[src/rtl/uart_pkg.sv]
// Shared UART definitions used by both the decimal receiver and sender_uart:
// ASCII digit bounds, oversampling ratio and the byte FSM state encoding.
package uart_pkg;

  localparam logic [7:0] ASCII_ZERO = 8'h30;
  localparam logic [7:0] ASCII_NINE = 8'h39;
  localparam int         OVERSAMPLE = 16;

  typedef enum logic [1:0] {IDLE, START, DATA, STOP} rxState_e;

  function automatic logic isDigit(input logic [7:0] b);
    return (b >= ASCII_ZERO) && (b <= ASCII_NINE);
  endfunction

endpackage

[src/rtl/uart_rx_byte.sv]
// 8N1 byte receiver: 2-flop synchronizer, 16x oversample tick generator and
// byte FSM. The valid/error strobes fire on the stop-bit sample tick itself.
module uart_rx_byte
  import uart_pkg::*;
#(
  parameter int CLK_FREQ = 100_000_000,
  parameter int BAUD     = 9600
) (
  input  logic       clk_i,
  input  logic       rstN_i,
  input  logic       rx_i,
  output logic [7:0] rxByte_o,
  output logic       byteValid_o,
  output logic       frameErr_o
);

  localparam int TICK_DIV = CLK_FREQ / (BAUD * OVERSAMPLE);
  localparam int TICK_W   = (TICK_DIV > 1) ? $clog2(TICK_DIV) : 1;

  logic              rxMeta_q, rxSync_q;
  logic [TICK_W-1:0] tickDiv_q;
  logic              tick;
  rxState_e          state_q;
  logic [3:0]        sampleCnt_q;
  logic [2:0]        bitIdx_q;
  logic [7:0]        shift_q;
  logic              stopSample;

  // Synchronizer resets to the idle-high line level so reset never looks like a start bit.
  always_ff @(posedge clk_i or negedge rstN_i) begin
    if (!rstN_i) begin
      rxMeta_q <= 1'b1;
      rxSync_q <= 1'b1;
    end else begin
      rxMeta_q <= rx_i;
      rxSync_q <= rxMeta_q;
    end
  end

  assign tick = (tickDiv_q == TICK_W'(TICK_DIV - 1));

  always_ff @(posedge clk_i or negedge rstN_i) begin
    if (!rstN_i) tickDiv_q <= '0;
    else         tickDiv_q <= tick ? '0 : tickDiv_q + TICK_W'(1);
  end

  always_ff @(posedge clk_i or negedge rstN_i) begin
    if (!rstN_i) begin
      state_q     <= IDLE;
      sampleCnt_q <= '0;
      bitIdx_q    <= '0;
      shift_q     <= '0;
    end else begin
      case (state_q)
        IDLE: begin
          if (!rxSync_q) begin
            state_q     <= START;
            sampleCnt_q <= '0;
          end
        end
        // A start bit that is high again at mid-bit was a glitch: drop it silently.
        START: begin
          if (tick) begin
            if (sampleCnt_q == 4'd7) begin
              sampleCnt_q <= '0;
              bitIdx_q    <= '0;
              state_q     <= rxSync_q ? IDLE : DATA;
            end else begin
              sampleCnt_q <= sampleCnt_q + 4'd1;
            end
          end
        end
        DATA: begin
          if (tick) begin
            if (sampleCnt_q == 4'd15) begin
              sampleCnt_q <= '0;
              shift_q     <= {rxSync_q, shift_q[7:1]};
              if (bitIdx_q == 3'd7) state_q <= STOP;
              else                  bitIdx_q <= bitIdx_q + 3'd1;
            end else begin
              sampleCnt_q <= sampleCnt_q + 4'd1;
            end
          end
        end
        STOP: begin
          if (tick) begin
            if (sampleCnt_q == 4'd15) begin
              sampleCnt_q <= '0;
              state_q     <= IDLE;
            end else begin
              sampleCnt_q <= sampleCnt_q + 4'd1;
            end
          end
        end
        default: state_q <= IDLE;
      endcase
    end
  end

  assign stopSample  = tick && (state_q == STOP) && (sampleCnt_q == 4'd15);
  assign byteValid_o = stopSample & rxSync_q;
  assign frameErr_o  = stopSample & ~rxSync_q;
  assign rxByte_o    = shift_q;

endmodule

[src/rtl/receiver_uart_dec.sv]
// Decimal-ASCII UART receiver: assembles DIGITS ASCII digits (MSB first)
// into a binary value. All outputs are registered one clock after the stop sample.
module receiver_uart_dec
  import uart_pkg::*;
#(
  parameter int CLK_FREQ = 100_000_000,
  parameter int BAUD     = 9600,
  parameter int DIGITS   = 3,
  parameter int DATA_W   = 10
) (
  input  logic              clk,
  input  logic              rst,
  input  logic              rx,
  output logic [DATA_W-1:0] o_recv_data,
  output logic              rx_done,
  output logic [7:0]        o_rx_byte,
  output logic              o_byte_valid,
  output logic              o_err
);

  localparam int CNT_W = $clog2(DIGITS + 1);

  logic [7:0]        byteRaw;
  logic              byteStrobe, frameErr;
  logic [DATA_W-1:0] acc_q, acc_d;
  logic [CNT_W-1:0]  count_q;

  uart_rx_byte #(
    .CLK_FREQ(CLK_FREQ),
    .BAUD    (BAUD)
  ) rxByteInst (
    .clk_i      (clk),
    .rstN_i     (rst),
    .rx_i       (rx),
    .rxByte_o   (byteRaw),
    .byteValid_o(byteStrobe),
    .frameErr_o (frameErr)
  );

  always_comb begin
    acc_d = acc_q * DATA_W'(10) + DATA_W'(byteRaw - ASCII_ZERO);
  end

  always_ff @(posedge clk or negedge rst) begin
    if (!rst) begin
      acc_q        <= '0;
      count_q      <= '0;
      o_recv_data  <= '0;
      rx_done      <= 1'b0;
      o_rx_byte    <= '0;
      o_byte_valid <= 1'b0;
      o_err        <= 1'b0;
    end else begin
      rx_done      <= 1'b0;
      o_byte_valid <= 1'b0;
      o_err        <= 1'b0;
      if (byteStrobe) begin
        o_rx_byte    <= byteRaw;
        o_byte_valid <= 1'b1;
        if (!isDigit(byteRaw)) begin
          o_err   <= 1'b1;
          acc_q   <= '0;
          count_q <= '0;
        end else if (count_q == CNT_W'(DIGITS - 1)) begin
          o_recv_data <= acc_d;
          rx_done     <= 1'b1;
          acc_q       <= '0;
          count_q     <= '0;
        end else begin
          acc_q   <= acc_d;
          count_q <= count_q + CNT_W'(1);
        end
      end else if (frameErr) begin
        // A broken frame discards any partially assembled number.
        o_err   <= 1'b1;
        acc_q   <= '0;
        count_q <= '0;
      end
    end
  end

endmodule

[config.mk]
export PLATFORM = sky130hd
export DESIGN_NAME = receiver_uart_dec
export DESIGN_NICKNAME = d
export VERILOG_FILES = /design/src/rtl/uart_pkg.sv /design/src/rtl/uart_rx_byte.sv /design/src/rtl/receiver_uart_dec.sv
export SDC_FILE = /design/constraint.sdc
export NUM_CORES = 1
export LEC_CHECK = 0
export ABC_AREA = 0
export CAP_MARGIN = 10
export CORE_ASPECT_RATIO = 0.8
export CORE_UTILIZATION = 60
export CTS_CLUSTER_DIAMETER = 200
export DETAILED_ROUTE_END_ITERATION = 8
export HOLD_SLACK_MARGIN = 0.03
export MAX_ROUTING_LAYER = met4
export PLACE_DENSITY_LB_ADDON = 0.1
export SETUP_SLACK_MARGIN = 0.15
export SYNTH_ARGS = -nofsm -noshare
export SYNTH_HDL_FRONTEND = slang
export SYNTH_SLANG_ARGS = --single-unit
[constraint.sdc]
create_clock -name clk -period 7 [get_ports clk]
set_clock_uncertainty 0.1 [all_clocks]
set_input_delay 1.4 -clock clk [delete_from_list [all_inputs] [get_ports clk]]
set_output_delay 1.4 -clock clk [all_outputs]
set_load 0.02 [all_outputs]
==> results of run 1 <==
-- sequential cells by signal (all words and copies together) (netlist names), 2 cells and up, named ones only --
register,flops
rxByteInst.bitIdx_q,3
count_q,2
rxByteInst.rxByte_o,8
rxByteInst.sampleCnt_q,4
o_rx_byte,8
acc_q,9
rxByteInst.tickDiv_q,10
o_recv_data,10
-- metrics by stage --
stage	hold WS (ns)	utilization (%)	cells	instance area, um^2
2_1_floorplan	0.245	-	293	3270
3_3_place_gp	0.247	69.0	372	3540
3_5_place_dp	0.249	69.0	372	3540
4_1_cts	0.260	72.5	388	3710
5_1_grt	0.263	72.5	388	3710
6_report	0.258	72.5	388	3710
-- Yosys cell counts, types with 3 or more instances --
library cell	instances	share of area, %
xor2_1	7	1.9
inv_1	18	2.1
nand2_1	23	2.6
mux2_4	7	3.2
ha_1	25	9.6
nor2_1	21	2.4
a21o_1	5	1.1
mux2_2	17	5.9
nand3_1	8	1.2
clkbuf_1	3	0.34
o21ai_0	16	2.5
a21oi_1	14	2.1
a22o_1	9	2.4
nand4_1	3	0.57
dfrtp_1	59	45
xnor2_1	18	4.8
-- layer usage --
layer  GRT usage [%]  vias to the layer above  share of wire (%)
li1                -                     1094                  -
met5               -                        -                  0
met1            34.4                     1040                 53
met2            33.9                       42                 42
met3            6.51                       10                3.6
met4            6.57                        0                1.4
-- logic make-up (layout without fill, tap and decap cells) --
logic type,count (synthesis),in the layout,synth area share (%)
AO/OA/AOI/OAI,58,58,11.4
flip-flops,61,61,46.8
adder cells (fa/ha/maj),27,27,10.8
multiplexers,26,26,9.69
buffers and inverters,25,58,3.29
XOR/XNOR,25,25,6.70
AND/OR/NAND/NOR,71,71,11.3
-- final timing paths --
| kind | startpoint | to | slack (ns) | cells after the start |
|---|---|---|---|---|
| worst max-delay path | acc_q[1]$_DFFE_PN0P_ | o_recv_data[9]$_DFFE_PN0P_ | 4.07 | 13 |
| min in group asynchronous | rst | rxByteInst.tickDiv_q[5]$_DFF_PN0_ | 1.10 | 2 |
| worst max register to register | acc_q[1]$_DFFE_PN0P_ | o_recv_data[9]$_DFFE_PN0P_ | 4.07 | 13 |
| worst min-delay path | rxByteInst.rxMeta_q$_DFF_PN1_ | rxByteInst.rxSync_q$_DFF_PN1_ | 0.26 | 0 |
| max in group asynchronous | rst | async pin | 5.19 | 2 |
| worst min register to register | rxByteInst.rxMeta_q$_DFF_PN1_ | rxByteInst.rxSync_q$_DFF_PN1_ | 0.26 | 0 |
-- layout make-up --
type / instances / area (um^2)
Multi-Input combinational cell: 207 / 1630
Sequential cell: 61 / 1530
Fill cell: 376 / 1410
Timing Repair Buffer: 24 / 233
Clock buffer: 12 / 155
Tap cell: 62 / 77.6
Inverter: 18 / 67.6
Clock inverter: 4 / 22.5
-- cell usage in the layout, fill, tap and decap left out, types with 2 or more instances in the layout --
cell             netlist  layout
mux2_2                17      17
mux2i_1                2       2
nand4_1                3       3
xor2_1                 7       7
o21ai_0               16      16
nor2_2                 2       2
o31ai_1                2       2
fa_1                   2       2
dfstp_2                2       2
and3_1                 2       2
a21oi_1               14      14
clkinv_2               0       3
inv_1                 18      18
clkdlybuf4s50_1        0      22
dfrtp_1               59      59
nand2_1               23      23
a21o_1                 5       5
o21bai_1               2       2
o22ai_1                2       2
mux2_4                 7       7
xnor2_1               18      18
nor2_1                21      21
a22o_1                 9       9
ha_1                  25      25
clkbuf_8               0      11
nand3_1                8       8
-- power groups by stage --
stage	Sequential (uW)	Combinational, uW	Clock [uW]
floorplan	361	0.165	0
global placement	361	8.38	0
detailed placement	361	8.52	0
CTS	354	8.57	287
global route	354	9.46	300
finish	354	7.76	279
==> flow_summary_export.csv, run 1 <==
group,metric,value,unit
power,total_power,641,uW
die,die_area,0.00574,mm^2
clock_tree,cts_sinks,61,
worst_setup_path,path_buf_inv,2,
worst_setup_path,slowest_stage,"dfrtp_1",
die,io_pins,24,
power,switchingPower,140,uW
worst_setup_path,cp-start-kind,"register",
clock_tree,cts_resized,0,
clock_tree,ctsLongestPathBuffers,2,
clock_tree,cts_tree,"built",
die,die-height,68.0,um
timing,layout_min_cycle_time,2.93,ns
clock_tree,cts.clk_slew.worst_paths,0.07,ns
power,power_frac_comb,1.2,%
die,core-area,0.00512,mm^2
final_layout,drive_gt1_share,15.3,%
power,p_clk_share,43.5,%
route,detail-route-antenna-nets,0,
clock_tree,ctsHoldBuffers,0,
placement,io_buffers,23,
global_routing,grt_max_degree,62,
worst_setup_path,path_class,"reg -> reg",
route,routed_wl,6000,um
logic_synthesis,ys_ff_latch,61,
run_status,failed_checks,"DRC",
clock_tree,worst_skew_pair.late_latency,0.34,ns
logic_synthesis,async_flop_share,100,%
logic_synthesis,yosys_warnings,0,
worst_setup_path,path_cells,"ha_1 -> ha_1 -> inv_1 -> fa_1 -> inv_1 -> a21o_1 -> a21oi_1 -> xnor2_1 -> ha_1 -> o21ai_0 -> a32oi_1 -> xnor2_1 -> mux2_4",
global_routing,grt_pass1_wl,10200,um
power,power.density,173,mW/mm^2
die,rows,23,
final_layout,fin_nets,351,
logic_synthesis,synth_cell_types,47,
timing,max_slew_margin,49.7,%
worst_setup_path,cp_top_family,"adder cells",
logic_synthesis,seq_area_frac_synth,46.8,%
worst_setup_path,required,7.12,ns
final_layout,diodes,0,
worst_setup_path,crit_path_max_fanout,4,
route,wl_per_cell,15.5,um
clock_tree,cts_setup_buffers,0,
timing,clock.fmax,342,MHz
final_layout,area_growth,13.7,%
logic_synthesis,synth_edf_count,0,
logic_synthesis,synthFlopType,"dfrtp_1",
timing,setup_viol,0,
timing,final.period_utilization,41.8,%
worst_setup_path,crit_arrival,3.05,ns
route,dr.pass1.iters,6,
worst_setup_path,max_stage_delay,0.44,ns
logic_synthesis,synth_cells,293,
timing,grt_setup_unrepaired,"false",
global_routing,first_global_vias,2079,
power,internal_power,501,uW
power,power_leakage,0.00185,uW
clock_tree,htreeDepth,3,
global_routing,antenna_found_initial,0,
route,drc,4,
clock_tree,cts_made_buffers,9,
power,swShare,21.9,%
global_routing,grt_util_all_layers,24.1,%
timing,hold_violations,0,
worst_setup_path,worstSetupEndpointType,"register",
logic_synthesis,synth_area,0.00327,mm^2
route,via_per_inst,5.63,
power,ir_drop,141,uV
placement,gp_congestion,0.824,
power,seq_power_share,55.3,%
global_routing,grt_overflow,0,
logic_synthesis,synth_area_per_cell,11.1,um^2
route,vias,2186,
logic_synthesis,synth_nets,323,
timing,setup_slack,4.07,ns
placement,pre_cts_ws,4.08,ns
timing,finalSetupTns,0,ns
worst_setup_path,cp_common_cell,"ha_1",
placement,place_hpwl,4200,um
timing,worst_pin_slew,0.754,ns
timing,drv_slew,0,
min_path,worstHoldPathType,"reg -> reg",
route,drt_iter0_drc,121,
die,initial_core_util,63.8,%
clock_tree,cts_root_buf,"clkbuf_8",
die,die_width,84.5,um
flow_run,max_cap_viol_count,0,
run_status,status,"finished with violations",
No activity file was read; power rests on OpenSTA's default activity.
==> inputs of run 2 (changes only) <==
--- a/config.mk
+++ b/config.mk
@@ -8,7 +8,7 @@
 export ABC_AREA = 0
 export CAP_MARGIN = 10
 export CORE_ASPECT_RATIO = 0.8
-export CORE_UTILIZATION = 60
+export CORE_UTILIZATION = 53
 export CTS_CLUSTER_DIAMETER = 200
 export DETAILED_ROUTE_END_ITERATION = 8
 export HOLD_SLACK_MARGIN = 0.03
==> constraint.sdc (replaced) <==
create_clock -name clk -period 2.5 [get_ports clk]
set_clock_uncertainty 0.1 [all_clocks]
set_input_delay 0.5 -clock clk [delete_from_list [all_inputs] [get_ports clk]]
set_output_delay 0.5 -clock clk [all_outputs]
set_load 0.02 [all_outputs]
==> run 2 against run 1 <==
Combinational power grew to 3.2 times the previous value. Sequential power grew to 2.8 times the previous value. Highest routed layer unchanged. Cell count grew 10%. The run ends with setup timing left. Critical path depth shrank 2. Largest power group unchanged. Worst hold slack lost 0.19 ns. Global-route usage shrank 1.6 points.
==> flow_summary_export.csv, run 2 (same netlist as run 1, synthesis figures left out) <==
group,metric,value,unit
flow_run,max_cap_viol_count,0,
timing,finalSetupTns,-0.863,ns
clock_tree,cts_tree,"built",
timing,setup_slack,-0.226,ns
timing,hold_violations,0,
route,vias,2324,
final_layout,layout_common_cells,"dfrtp_1, nand2_1, clkdlybuf4s50_1",
clock_tree,cts_made_buffers,9,
final_layout,nFillCells,446,
worst_setup_path,path_class,"reg -> reg",
placement,gp_congestion,0.811,
final_layout,fin_nets,371,
global_routing,grt_max_degree,62,
worst_setup_path,crit_arrival,2.86,ns
route,dr.pass1.iters,4,
final_layout,top_regs,"o_recv_data x10, rxByteInst.tickDiv_q x10, acc_q x9",
power,power.density,480,mW/mm^2
placement,io_buffers,23,
die,die_width,89.8,um
power,seq_power_share,50.9,%
worst_setup_path,required,2.63,ns
power,power_frac_comb,1.3,%
timing,clock.fmax,367,MHz
timing,final.period_utilization,109,%
clock_tree,worst_skew_pair.late_latency,0.33,ns
worst_setup_path,worstSetupEndpointType,"register",
final_layout,multi_input_area,0.00175,mm^2
clock_tree,cts.clk_slew.worst_paths,0.07,ns
route,via_per_inst,5.44,
worst_setup_path,cp-start-kind,"register",
power,power_leakage,0.00202,uW
die,io_pins,24,
final_layout,drive_gt1_share,25.4,%
timing,drv_slew,0,
min_path,worstHoldPathType,"in -> async",
route,routed_wl,6320,um
die,initial_core_util,55.2,%
final_layout,diodes,0,
worst_setup_path,crit_path_start,"acc_q[1]$_DFFE_PN0P_",
timing,grt_setup_unrepaired,"true",
timing,setup_viol,7,
clock_tree,cts_sinks,61,
power,internal_power,1550,uW
die,die-height,72.2,um
final_layout,area_growth,24.4,%
global_routing,grt_overflow,0,
global_routing,first_global_vias,2307,
route,drc,0,
timing,max_slew_margin,56.7,%
final_layout,seq_area,0.00153,mm^2
timing,worst_pin_slew,0.643,ns
worst_setup_path,r2r_start,"acc_q[1]$_DFFE_PN0P_",
final_layout,fin_cells,427,
global_routing,antenna_found_initial,0,
route,detail-route-antenna-nets,0,
route,drt_iter0_drc,113,
run_status,failed_checks,"setup timing",
timing,layout_min_cycle_time,2.73,ns
global_routing,grt_util_all_layers,22.5,%
final_layout,final_common_cell,"dfrtp_1",
route,wl_per_cell,14.8,um
clock_tree,cts_root_buf,"clkbuf_8",
power,swShare,20.4,%
worst_setup_path,crit_path_max_fanout,4,
placement,place_hpwl,4610,um
clock_tree,htreeDepth,3,
global_routing,grt_pass1_wl,10900,um
power,p_clk_share,47.9,%
power,ir_drop,483,uV
clock_tree,ctsHoldBuffers,0,
placement,placedCellCount,410,
die,core-area,0.00591,mm^2
power,switchingPower,397,uW
die,die_area,0.00648,mm^2
run_status,status,"finished with violations",
die,rows,25,
clock_tree,ctsLongestPathBuffers,2,
[run 2: cell count changes in the layout (fill, tap and decap cells not counted), sizes merged]
cell | previous run | this run
buf | 2 | 22
bufinv | 0 | 2
clkbuf | 12 | 11
clkinvlp | 1 | 0
[run 2: path summary, 6_finish.rpt]
| check | endpoint | slack (ns) | cells past startpoint |
|---|---|---|---|
| max in group asynchronous | rxByteInst.rxMeta_q$_DFF_PN1_ | 1.92 | 2 |
| max | acc_q[8]$_DFFE_PN0P_ | -0.23 | 11 |
| min | rxByteInst.tickDiv_q[4]$_DFF_PN0_ | 0.07 | 2 |
| max reg2reg | acc_q[8]$_DFFE_PN0P_ | -0.23 | 11 |
| min in group clk | rxByteInst.rxSync_q$_DFF_PN1_ | 0.26 | 0 |
| min reg2reg | rxByteInst.rxSync_q$_DFF_PN1_ | 0.26 | 0 |
[run 2: metrics by stage]
stage          utilization (%)  instance area [um^2]  worst slack [ns]  hold WS [ns]  total power, uW
6_report                  68.7                  4060            -0.226        0.0670             1950
5_1_grt                   68.7                  4060            -0.381        0.0743             2010
4_1_cts                   67.9                  4010            -0.222        0.0770             1980
3_5_place_dp              63.5                  3750            -0.247         0.247             1040
3_3_place_gp              63.5                  3750            -0.160         0.246             1040
2_1_floorplan                -                  3290            -0.182         0.104             1010
[run 2: routing by layer]
metal | GRT usage (%) | part of all wire [%] | vias to the layer above
li1 | - | - | 1132
met1 | 30.5 | 51 | 1138
met2 | 33.0 | 44 | 47
met3 | 5.66 | 3.9 | 7
met4 | 8.01 | 1.1 | 0
met5 | - | 0 | -
[run 2: what timing repair did]
action,in CTS,in global routing
buffers inserted,0,1
gates resized for setup,11,8
setup endpoints to repair,11,17
pin swaps,7,8
[run 2: power groups by stage]
stage	clock [uW]	combinational (uW)	sequential, uW
finish	933	24.9	991
global route	994	29.6	991
CTS	957	26.7	991
detailed placement	0	26.6	1010
global placement	0	26.4	1010
floorplan	0	0.460	1010
[run 2: critical path: stages (launching register included)]
cell,delay (ns)
dfrtp_1,0.39
ha_1,0.28
ha_2,0.17
inv_2,0.04
fa_2,0.33
xnor2_1,0.15
ha_1,0.35
o21ai_1,0.09
a21oi_1,0.14
o22ai_1,0.12
xor2_1,0.21
o31ai_1,0.27
[run 2: layout make-up]
| type | instances | area share [%] |
|---|---|---|
| clock buffers | 11 | 3.23 |
| clock inverters | 5 | 1.85 |
| inverters | 18 | 1.66 |
| multi-input cells | 207 | 43.0 |
| flip-flops and latches | 61 | 37.7 |
| well taps | 81 | 2.49 |
| repair buffers | 44 | 10.1 |
==> inputs of run 3 (changes only) <==
--- a/config.mk
+++ b/config.mk
@@ -8,13 +8,15 @@
 export ABC_AREA = 0
 export CAP_MARGIN = 10
 export CORE_ASPECT_RATIO = 0.8
+export CORE_MARGIN = 8
 export CORE_UTILIZATION = 53
 export CTS_CLUSTER_DIAMETER = 200
 export DETAILED_ROUTE_END_ITERATION = 8
 export HOLD_SLACK_MARGIN = 0.03
 export MAX_ROUTING_LAYER = met4
-export PLACE_DENSITY_LB_ADDON = 0.1
+export PLACE_DENSITY = 0.79
 export SETUP_SLACK_MARGIN = 0.15
+export SLEW_MARGIN = 15
 export SYNTH_ARGS = -nofsm -noshare
 export SYNTH_HDL_FRONTEND = slang
 export SYNTH_SLANG_ARGS = --single-unit
==> run 3 against run 2 <==
First-iteration DRC count down 6.2%. The run still ends with setup timing left. Die area up 38%. Global-route usage down 6.1 points. Largest cell class unchanged. Non-clock buffer count down 1.
==> flow_summary_export.csv, run 3 (same netlist as run 1, synthesis figures left out) <==
group,metric,value,unit
placement,gp_congestion,0.819,
run_status,status,"finished with violations",
timing,hold_violations,0,
timing,grt_setup_unrepaired,"true",
die,core-area,0.00594,mm^2
die,initial_core_util,54.9,%
final_layout,top_regs,"o_recv_data x10, rxByteInst.tickDiv_q x10, acc_q x9",
worst_setup_path,path_buf_inv,2,
final_layout,drive_gt1_share,26.4,%
timing,setup_slack,-0.263,ns
global_routing,first_global_vias,2408,
global_routing,antenna_found_initial,0,
route,dr.pass1.iters,4,
worst_setup_path,worstSetupEndpointType,"register",
timing,worst_pin_slew,0.454,ns
clock_tree,cts_root_buf,"clkbuf_8",
global_routing,grt_overflow,0,
die,io_pins,24,
die,die_width,104,um
route,drt_iter0_drc,106,
route,drc,0,
final_layout,diodes,0,
worst_setup_path,crit_arrival,2.89,ns
die,die_area,0.00895,mm^2
clock_tree,cts_tree,"built",
clock_tree,ctsHoldBuffers,0,
route,detail-route-antenna-nets,0,
timing,final.period_utilization,111,%
power,total_power,2200,uW
final_layout,area_growth,25.6,%
worst_setup_path,cp-start-kind,"register",
clock_tree,worst_skew_pair.late_latency,0.35,ns
final_layout,final_area,0.00410,mm^2
global_routing,grt_max_degree,62,
worst_setup_path,reg2reg_slack,-0.26,ns
timing,clock.fmax,362,MHz
worst_setup_path,max_stage_delay,0.38,ns
clock_tree,ctsLongestPathBuffers,2,
timing,layout_min_cycle_time,2.76,ns
final_layout,layout_common_cells,"dfrtp_1, nand2_1, clkdlybuf4s50_1",
placement,io_buffers,23,
worst_setup_path,crit_path_max_fanout,2,
timing,finalSetupTns,-1.01,ns
route,vias,2329,
power,power_leakage,0.00201,uW
clock_tree,htreeDepth,3,
power,ir_drop,460,uV
clock_tree,cts.clk_slew.worst_paths,0.08,ns
placement,place_hpwl,4640,um
worst_setup_path,path_cells,"ha_1 -> ha_2 -> inv_2 -> fa_2 -> inv_1 -> a21o_1 -> a21oi_2 -> xnor2_1 -> ha_1 -> o21ai_1 -> a32oi_1 -> xnor2_1 -> mux2_4",
run_status,failed_checks,"setup timing",
timing,setup_viol,5,
worst_setup_path,cp_top_family,"adder cells",
final_layout,final_util,69.0,%
min_path,worstHoldPathType,"in -> async",
worst_setup_path,slowest_stage,"dfrtp_1",
placement,dpl_cell_area,0.00372,mm^2
timing,max_slew_margin,69.5,%
clock_tree,cts_made_buffers,9,
route,routed_wl,6670,um
global_routing,grt_util_all_layers,16.4,%
final_layout,fin_nets,370,
power,power.density,535,mW/mm^2
clock_tree,cts_sinks,61,
final_layout,final_common_cell,"dfrtp_1",
flow_run,max_cap_viol_count,0,
global_routing,grt_pass1_wl,11300,um
worst_setup_path,required,2.63,ns
worst_setup_path,path_class,"reg -> reg",
die,die-height,86.2,um
route,via_per_inst,5.47,
route,wl_per_cell,15.7,um
die,rows,25,
timing,drv_slew,0,
## run 3: changes by cell type in the layout (fill, tap and decap cells not counted), sizes merged
cell,before,now
clkinv,3,2
clkbuf,11,9
buf,22,21
bufinv,2,4
inv,18,19
## run 3: path summary, 6_finish.rpt
check                                               from                           endpoint  depth (start not counted)
setup reg to reg                    acc_q[1]$_DFFE_PN0P_         o_recv_data[9]$_DFFE_PN0P_                         13
max in group asynchronous                            rst      rxByteInst.rxSync_q$_DFF_PN1_                          2
min in group clk           rxByteInst.rxMeta_q$_DFF_PN1_      rxByteInst.rxSync_q$_DFF_PN1_                          0
hold / removal                                       rst  rxByteInst.tickDiv_q[0]$_DFF_PN0_                          2
setup / recovery                    acc_q[1]$_DFFE_PN0P_         o_recv_data[9]$_DFFE_PN0P_                         13
hold reg to reg            rxByteInst.rxMeta_q$_DFF_PN1_      rxByteInst.rxSync_q$_DFF_PN1_                          0
## run 3: power by group
group	total [uW]	switching (uW)	internal (uW)	leakage, uW
registers	991	1.81	989	0.000824
clock network	1180	411	769	0.000134
logic	24.1	18.7	5.37	0.00106
total	2200	432	1760	0.00201
## run 3: timing repair
action,in CTS,in global routing
pin swaps,11,6
endpoints found under the setup margin,9,32
endpoints found under the hold margin,0,0
setup buffers,2,1
resized for setup,9,12
## run 3: cell type report
type                    instances  area (um^2)
flip-flops and latches         61         1530
fillers                       439         1840
multi-input cells             207         1740
inverters                      18         67.6
repair buffers                 43          392
clock inverters                 7          146
clock buffers                   9          124
well taps                      81          101
## run 3: stage by stage
| stage | instances | hold WS (ns) | setup slack [ns] |
|---|---|---|---|
| global route | 426 | 0.0665 | -0.407 |
| detailed placement | 407 | 0.252 | -0.244 |
| floorplan | 293 | 0.104 | -0.182 |
| global placement | 407 | 0.246 | -0.164 |
| finish | 426 | 0.0447 | -0.263 |
| CTS | 425 | 0.0505 | -0.251 |
## run 3: layer usage
metal	global-route usage (%)	wire length, um
met1	20.1	3240
met4	6.16	69
met2	25.1	3110
met5	-	0
met3	5.19	252
